===== config.mk =====
export PLATFORM = sky130hd
export DESIGN_NAME = aes_ctr_stream
export DESIGN_NICKNAME = d
export VERILOG_FILES = /design/src/rtl/aes_ctr_pkg.sv /design/src/rtl/ks_fifo.sv /design/src/rtl/aes_ctr_stream.sv
export SDC_FILE = /design/constraint.sdc
export NUM_CORES = 1
export LEC_CHECK = 0
export CAP_MARGIN = 10
export CORE_MARGIN = 1.5
export CORE_UTILIZATION = 30
export CTS_CLUSTER_DIAMETER = 100
export DETAILED_ROUTE_END_ITERATION = 6
export RECOVER_POWER = 100
export SYNTH_ARGS = -nofsm -noshare
export SYNTH_HDL_FRONTEND = slang
export SYNTH_HIERARCHICAL = 1
export SYNTH_SLANG_ARGS = --single-unit
export TNS_END_PERCENT = 30

===== constraint.sdc =====
create_clock -name clk -period 18.8 [get_ports clk]
set_input_delay 3.76 -clock clk [delete_from_list [all_inputs] [get_ports clk]]
set_output_delay 3.76 -clock clk [all_outputs]
set_load 0.005 [all_outputs]

===== src/rtl/aes_ctr_pkg.sv =====
`default_nettype none
// ============================================================================
// aes_ctr_pkg : shared types for the AES-256-CTR stream datapath
// Rev 1.0
// ============================================================================
package aes_ctr_pkg;

  localparam int AES_BLK_W = 128;

  typedef logic [AES_BLK_W-1:0] aes_blk_t;

  typedef enum logic [1:0] {
    IDLE  = 2'd0,
    RUN   = 2'd1,
    DRAIN = 2'd2
  } ctr_state_t;

endpackage
`default_nettype wire


===== src/rtl/ks_fifo.sv =====
`default_nettype none
// ============================================================================
// ks_fifo : synchronous keystream FIFO; a push into an empty FIFO with a
//           simultaneous pop passes straight through to o_head.
// Rev 1.0
// ============================================================================
module ks_fifo
  import aes_ctr_pkg::*;
#(
  parameter int DEPTH = 4
) (
  input  logic     clk,
  input  logic     rst,
  input  logic     i_push,
  input  aes_blk_t i_data,
  input  logic     i_pop,
  output logic     o_full,
  output logic     o_empty,
  output logic     o_avail,
  output aes_blk_t o_head
);

  localparam int c_PTR_W = $clog2(DEPTH);
  localparam int c_CNT_W = c_PTR_W + 1;

  aes_blk_t             r_mem [DEPTH];
  logic [c_PTR_W-1:0]   r_wr_ptr;
  logic [c_PTR_W-1:0]   r_rd_ptr;
  logic [c_CNT_W-1:0]   r_count;
  logic                 w_wr;
  logic                 w_rd;

  assign o_full  = (r_count == c_CNT_W'(DEPTH));
  assign o_empty = (r_count == '0);
  assign o_avail = !o_empty || i_push;
  assign o_head  = o_empty ? i_data : r_mem[r_rd_ptr];

  // Full+pop frees a slot for the push; empty+pop consumes the push directly.
  assign w_wr = i_push && (!o_full || i_pop) && !(o_empty && i_pop);
  assign w_rd = i_pop && !o_empty;

  always_ff @(posedge clk) begin
    if (w_wr) begin
      r_mem[r_wr_ptr] <= i_data;
    end
  end

  always_ff @(posedge clk) begin
    if (rst) begin
      r_wr_ptr <= '0;
      r_rd_ptr <= '0;
      r_count  <= '0;
    end else begin
      if (w_wr) begin
        r_wr_ptr <= r_wr_ptr + c_PTR_W'(1);
      end
      if (w_rd) begin
        r_rd_ptr <= r_rd_ptr + c_PTR_W'(1);
      end
      if (w_wr && !w_rd) begin
        r_count <= r_count + c_CNT_W'(1);
      end else if (!w_wr && w_rd) begin
        r_count <= r_count - c_CNT_W'(1);
      end
    end
  end

endmodule
`default_nettype wire


===== src/rtl/aes_ctr_stream.sv =====
`default_nettype none
// ============================================================================
// aes_ctr_stream : AES-256-CTR datapath around an external AES core; issues
//                  counter blocks, buffers keystream, XORs with payload.
//                  Optional wrap guard: AES_CTR_WRAP_GUARD_EN
// Rev 1.0
// ============================================================================
module aes_ctr_stream
  import aes_ctr_pkg::*;
#(
  parameter int DEPTH = 4,
  parameter int CTR_W = 32
) (
  input  logic     clk,
  input  logic     rst,
  input  logic     pi_start,
  input  aes_blk_t pi_iv,
  input  logic     pi_key_ready,
  output logic     m_core_tvalid,
  input  logic     m_core_tready,
  output aes_blk_t m_core_tdata,
  input  logic     pi_ks_valid,
  input  aes_blk_t pi_ks_data,
  input  logic     s_axis_tvalid,
  output logic     s_axis_tready,
  input  aes_blk_t s_axis_tdata,
  input  logic     s_axis_tlast,
  output logic     m_axis_tvalid,
  input  logic     m_axis_tready,
  output aes_blk_t m_axis_tdata,
  output logic     m_axis_tlast,
  output logic     po_busy,
  output logic     po_ks_overflow
`ifdef AES_CTR_WRAP_GUARD_EN
  ,
  output logic     po_ctr_wrap
`endif
);

  localparam int c_CNT_W = $clog2(DEPTH) + 1;

  ctr_state_t          r_state;
  ctr_state_t          w_state_next;
  aes_blk_t            r_ctr;
  aes_blk_t            w_ctr_inc;
  logic [CTR_W-1:0]    w_ctr_lo;
  logic                r_core_valid;
  logic [c_CNT_W-1:0]  r_outstanding;
  logic [c_CNT_W-1:0]  w_outstanding_next;
  logic                r_m_valid;
  logic                r_m_last;
  aes_blk_t            r_m_data;
  logic                r_overflow;
  logic                w_start;
  logic                w_core_hs;
  logic                w_s_ready;
  logic                w_accept;
  logic                w_pop;
  logic                w_issue_ok;
  logic                w_wrap_block;
  logic                w_fifo_full;
  logic                w_fifo_empty;
  logic                w_fifo_avail;
  aes_blk_t            w_fifo_head;

  ks_fifo #(.DEPTH(DEPTH)) u_ks_fifo (
    .clk     (clk),
    .rst     (rst),
    .i_push  (pi_ks_valid),
    .i_data  (pi_ks_data),
    .i_pop   (w_pop),
    .o_full  (w_fifo_full),
    .o_empty (w_fifo_empty),
    .o_avail (w_fifo_avail),
    .o_head  (w_fifo_head)
  );

  assign w_start   = (r_state == IDLE) && pi_start;
  assign w_core_hs = r_core_valid && m_core_tready;
  assign w_ctr_lo  = r_ctr[CTR_W-1:0] + CTR_W'(1);

  generate
    if (CTR_W == AES_BLK_W) begin : g_ctr_full
      assign w_ctr_inc = w_ctr_lo;
    end else begin : g_ctr_part
      assign w_ctr_inc = {r_ctr[AES_BLK_W-1:CTR_W], w_ctr_lo};
    end
  endgenerate

`ifdef AES_CTR_WRAP_GUARD_EN
  logic r_ctr_wrap;
  logic w_wrap_hit;

  assign w_wrap_hit   = w_core_hs && (&r_ctr[CTR_W-1:0]);
  // A new message clears the flag on the same edge, so it must not block its first issue.
  assign w_wrap_block = w_wrap_hit || (r_ctr_wrap && !w_start);
  assign po_ctr_wrap  = r_ctr_wrap;

  always_ff @(posedge clk) begin
    if (rst) begin
      r_ctr_wrap <= 1'b0;
    end else if (w_start) begin
      r_ctr_wrap <= 1'b0;
    end else if (w_wrap_hit) begin
      r_ctr_wrap <= 1'b1;
    end
  end
`else
  assign w_wrap_block = 1'b0;
`endif

  always_ff @(posedge clk) begin
    if (rst) begin
      r_state <= IDLE;
    end else begin
      r_state <= w_state_next;
    end
  end

  always_comb begin
    w_state_next = r_state;
    w_s_ready    = 1'b0;
    w_accept     = 1'b0;
    w_pop        = 1'b0;
    case (r_state)
      IDLE: begin
        if (pi_start) begin
          w_state_next = RUN;
        end
      end
      RUN: begin
        w_s_ready = w_fifo_avail && (!r_m_valid || m_axis_tready);
        w_accept  = w_s_ready && s_axis_tvalid;
        w_pop     = w_accept;
        if (w_accept && s_axis_tlast) begin
          w_state_next = DRAIN;
        end
      end
      DRAIN: begin
        w_pop = w_fifo_avail;
        // A presented-but-unaccepted block would still return keystream later.
        if ((r_outstanding == '0) && w_fifo_empty && !r_core_valid) begin
          w_state_next = IDLE;
        end
      end
      default: begin
        w_state_next = IDLE;
      end
    endcase
  end

  always_comb begin
    w_outstanding_next = r_outstanding;
    if (w_core_hs && !w_pop) begin
      w_outstanding_next = r_outstanding + c_CNT_W'(1);
    end else if (!w_core_hs && w_pop) begin
      w_outstanding_next = r_outstanding - c_CNT_W'(1);
    end
  end

  assign w_issue_ok = (w_state_next == RUN) && pi_key_ready && !w_wrap_block &&
                      (w_outstanding_next < c_CNT_W'(DEPTH));

  always_ff @(posedge clk) begin
    if (rst) begin
      r_ctr         <= '0;
      r_core_valid  <= 1'b0;
      r_outstanding <= '0;
      r_m_valid     <= 1'b0;
      r_m_last      <= 1'b0;
      r_m_data      <= '0;
      r_overflow    <= 1'b0;
    end else begin
      if (w_start) begin
        r_ctr <= pi_iv;
      end else if (w_core_hs) begin
        r_ctr <= w_ctr_inc;
      end
      if (!r_core_valid || m_core_tready) begin
        r_core_valid <= w_issue_ok;
      end
      r_outstanding <= w_outstanding_next;
      if (w_accept) begin
        r_m_valid <= 1'b1;
        r_m_data  <= s_axis_tdata ^ w_fifo_head;
        r_m_last  <= s_axis_tlast;
      end else if (m_axis_tready) begin
        r_m_valid <= 1'b0;
      end
      if (pi_ks_valid && w_fifo_full && !w_pop) begin
        r_overflow <= 1'b1;
      end
    end
  end

  assign m_core_tvalid  = r_core_valid;
  assign m_core_tdata   = r_ctr;
  assign s_axis_tready  = w_s_ready;
  assign m_axis_tvalid  = r_m_valid;
  assign m_axis_tdata   = r_m_data;
  assign m_axis_tlast   = r_m_last;
  assign po_busy        = (r_state != IDLE);
  assign po_ks_overflow = r_overflow;

endmodule
`default_nettype wire


==> flow_summary.toml <==
[sta]
fin_crit_sh_pct = 58.2
fmax_mhz = 91.5
setup_slack_ns = 7.87
tns_ns = 0
slew_violations = 1114
relSlewSlack_pct = -203
min_period_ns = 10.93
worst_pin_slew_ns = 4.54
hold_viol = 0
skew_ns = 0.0218
rsz0062_at_grt = "no"
final-setup-viol-count = 0

[logic_synthesis]
async_flop_share_pct = 0
synth_seq_area_share_pct = 66.1
syn-mean-instance-area_um2 = 14.7
ys_ff_latch = 786
synth_top_area_share_pct = 48.7
synth_top_family_by_area = "multiplexers"
ys_types = 54
yosys.area_share.xor_xnor_pct = 4.00
synth_compound_area_share_pct = 6.18
muxShareOfSynthArea_pct = 13.8
ys.warnings.count = 6
synthAdderAreaFrac_pct = 0.658
synth.most_common_cell = "edfxtp_1"
synth_nets = 2548
yosysTopAreaCell = "edfxtp_1"
netlist_area_um2 = 31500
synthSimpleGateAreaFrac_pct = 6.76
ys.flop_type = "edfxtp_1"
synth.area.top_cells = "edfxtp_1, dfxtp_1, mux4_2, mux2_2, xnor2_1"
synth_commonest_cells = "edfxtp_1, dfxtp_1, nand2_1"
synth_edf_count = 512
synth_cells = 2139

[critical_path]
cp_max_fo = 57
cp.arrival_ns = 11.11
end_kind = "flip-flop"
critPathLaunchType = "primary input"
cp_data_required_time_ns = 18.97
critPathKind = "primary input to flip-flop"

[cells_and_area]
utilization_pct = 40.6
area_growth_pct = 33.7
drive_gt1_share_pct = 14.5
nFillCells = 9723
final_cells = 4230
multi_input_area_um2 = 9910
nets = 3178
ff_latch_area_um2 = 20900

[clock_network]
cts.path.max_buffers = 3
cts_resized = 0
clock_latency_ns = 0.66
ctsHtreeMaxLevel = 3
cts_tree = "done"
clkTransAtPathRegs_ns = 0.06
numCtsBuffers = 88
cts_setup_buffers = 0
ctsHoldBuffers = 0
cts.root.buffer_cell = "clkbuf_16"
cts.sinks = 786

[pwr]
totalPowerFinal_uw = 4720
p_per_area_nw_per_um2 = 112
power_leakage_uw = 0.0143
peakVddDrop_uv = 68.3

[routing]
via_count = 20000
wirelength_um = 92200
drtIter0Drc = 963
wl_per_cell_um = 21.8
drc = 0
viasPerCell = 4.73
detail-route-antenna-nets = 0
dr.pass1.iters = 5

[grt]
grt_max_degree = 92
grt_util_all_layers_pct = 16.7
antenna_found_initial = 35
grt_overflow = 0
grt_pass1_vias = 20000
grt_pass1_wl_um = 133000

[run_status]
violations = "max-capacitance violations, max-slew violations"
status = "complete, but fails checks"

[worst_hold_path]
hp-class = "flip-flop to flip-flop"

[floorplanning]
die_area_um2 = 107000
initial_core_util_pct = 30.3
die_h_um = 327
coreArea_um2 = 104000
io-pin-count = 655
fp.dieW_um = 327
row_count = 118

[place]
port_buffers = 654
hpwl_um = 63300
gp_congestion = 0.815
dpl.cell_count = 4059
pre_cts_ws_ns = 9.34

[job]
max_cap_viol_count = 19
-- kinds of logic after synthesis --
logic type	after synthesis
fa+ha+maj	16
xor+xnor	144
simple gates	487
buf+inv	153
flops	786
mux	259
compound gates	294
-- worst max-delay path: stages --
cell           delay [ns]
dlygate4sd3_1        0.64
nand2b_1             0.37
and4_1               0.93
o21ai_0              0.29
inv_1                0.20
xnor2_1              0.14
o31a_1               0.31
and2_0               1.64
clkbuf_1             2.74
-- metal layers --
layer  share of wire (%)  global-route usage, %  vias up
met5                0.19                      0        -
met4                 2.5                   5.13       26
met3                 6.6                   4.47      164
met2                  52                   29.6      593
met1                  39                   19.7     9848
li1                    -                      -     9370
-- power by group --
| part | leakage, µW | internal [µW] | switching [µW] |
|---|---|---|---|
| registers | 0.00694 | 2020 | 62.1 |
| clock network | 0.00143 | 1020 | 712 |
| logic | 0.00589 | 451 | 455 |
| total | 0.0143 | 3490 | 1230 |
-- worst paths after layout --
check	cells past startpoint	slack (ns)	start	to
worst max-delay path	9	7.87	m_axis_tready	u_ks_fifo/r_mem[0][113]$_DFFE_PP_
worst min-delay path	2	0.45	m_core_tdata[65]$_SDFFE_PP0P_	m_core_tdata[65]$_SDFFE_PP0P_
worst max register to register	9	11.23	u_ks_fifo/r_count[0]$_SDFFE_PP0P_	u_ks_fifo/r_mem[0][113]$_DFFE_PP_
worst min register to register	2	0.45	m_core_tdata[65]$_SDFFE_PP0P_	m_core_tdata[65]$_SDFFE_PP0P_
-- state kept, by name, summed over array words and instances (netlist names), named ones only --
signal / cells
po_ks_overflow: 1
u_ks_fifo/r_rd_ptr: 2
m_axis_tdata: 128
u_ks_fifo/r_count: 3
m_axis_tlast: 1
m_axis_tvalid: 1
m_core_tdata: 128
r_outstanding: 3
u_ks_fifo/r_mem: 512
u_ks_fifo/r_wr_ptr: 2
m_core_tvalid: 1
r_state: 2
-- cells in the final DEF, fill, tap and decap left out, types with 4 or more instances in the layout --
cell,instances
a211oi_1,141
a21oi_1,103
a311oi_1,12
and2_0,4
and4_1,7
buf_4,11
bufinv_16,7
clkbuf_1,35
clkbuf_16,91
clkbuf_8,8
clkdlybuf4s50_1,261
clkinv_1,12
clkinv_2,15
clkinvlp_4,4
dfxtp_1,272
diode_2,6
dlygate4sd3_1,392
edfxtp_1,512
ha_1,15
inv_1,14
mux2_2,129
mux4_2,128
nand2_1,216
nand2b_1,5
nand3_1,14
nand4_1,14
nor2_1,171
nor3b_1,5
nor4_1,12
o21ai_0,10
o31a_1,7
o31ai_1,9
or3_1,8
or4_1,7
xnor2_1,133
xor2_1,11
-- cell type report --
class,instances,area share (%)
Antenna cell,6,0.0356
Tap cell,1380,4.09
Clock buffer,121,5.86
Multi-Input combinational cell,1200,23.5
Clock inverter,44,1.07
Timing Repair Buffer,679,15.8
Sequential cell,786,49.5
Inverter,14,0.125
-- through the flow --
step                      area [µm²]  hold WS, ns
after global placement         39300        0.439
final                          42200        0.449
after global routing           42200        0.470
after floorplan                31500        0.442
after CTS                      42200        0.454
after detailed placement       39300        0.446
Power figures use the tool's default switching activity.
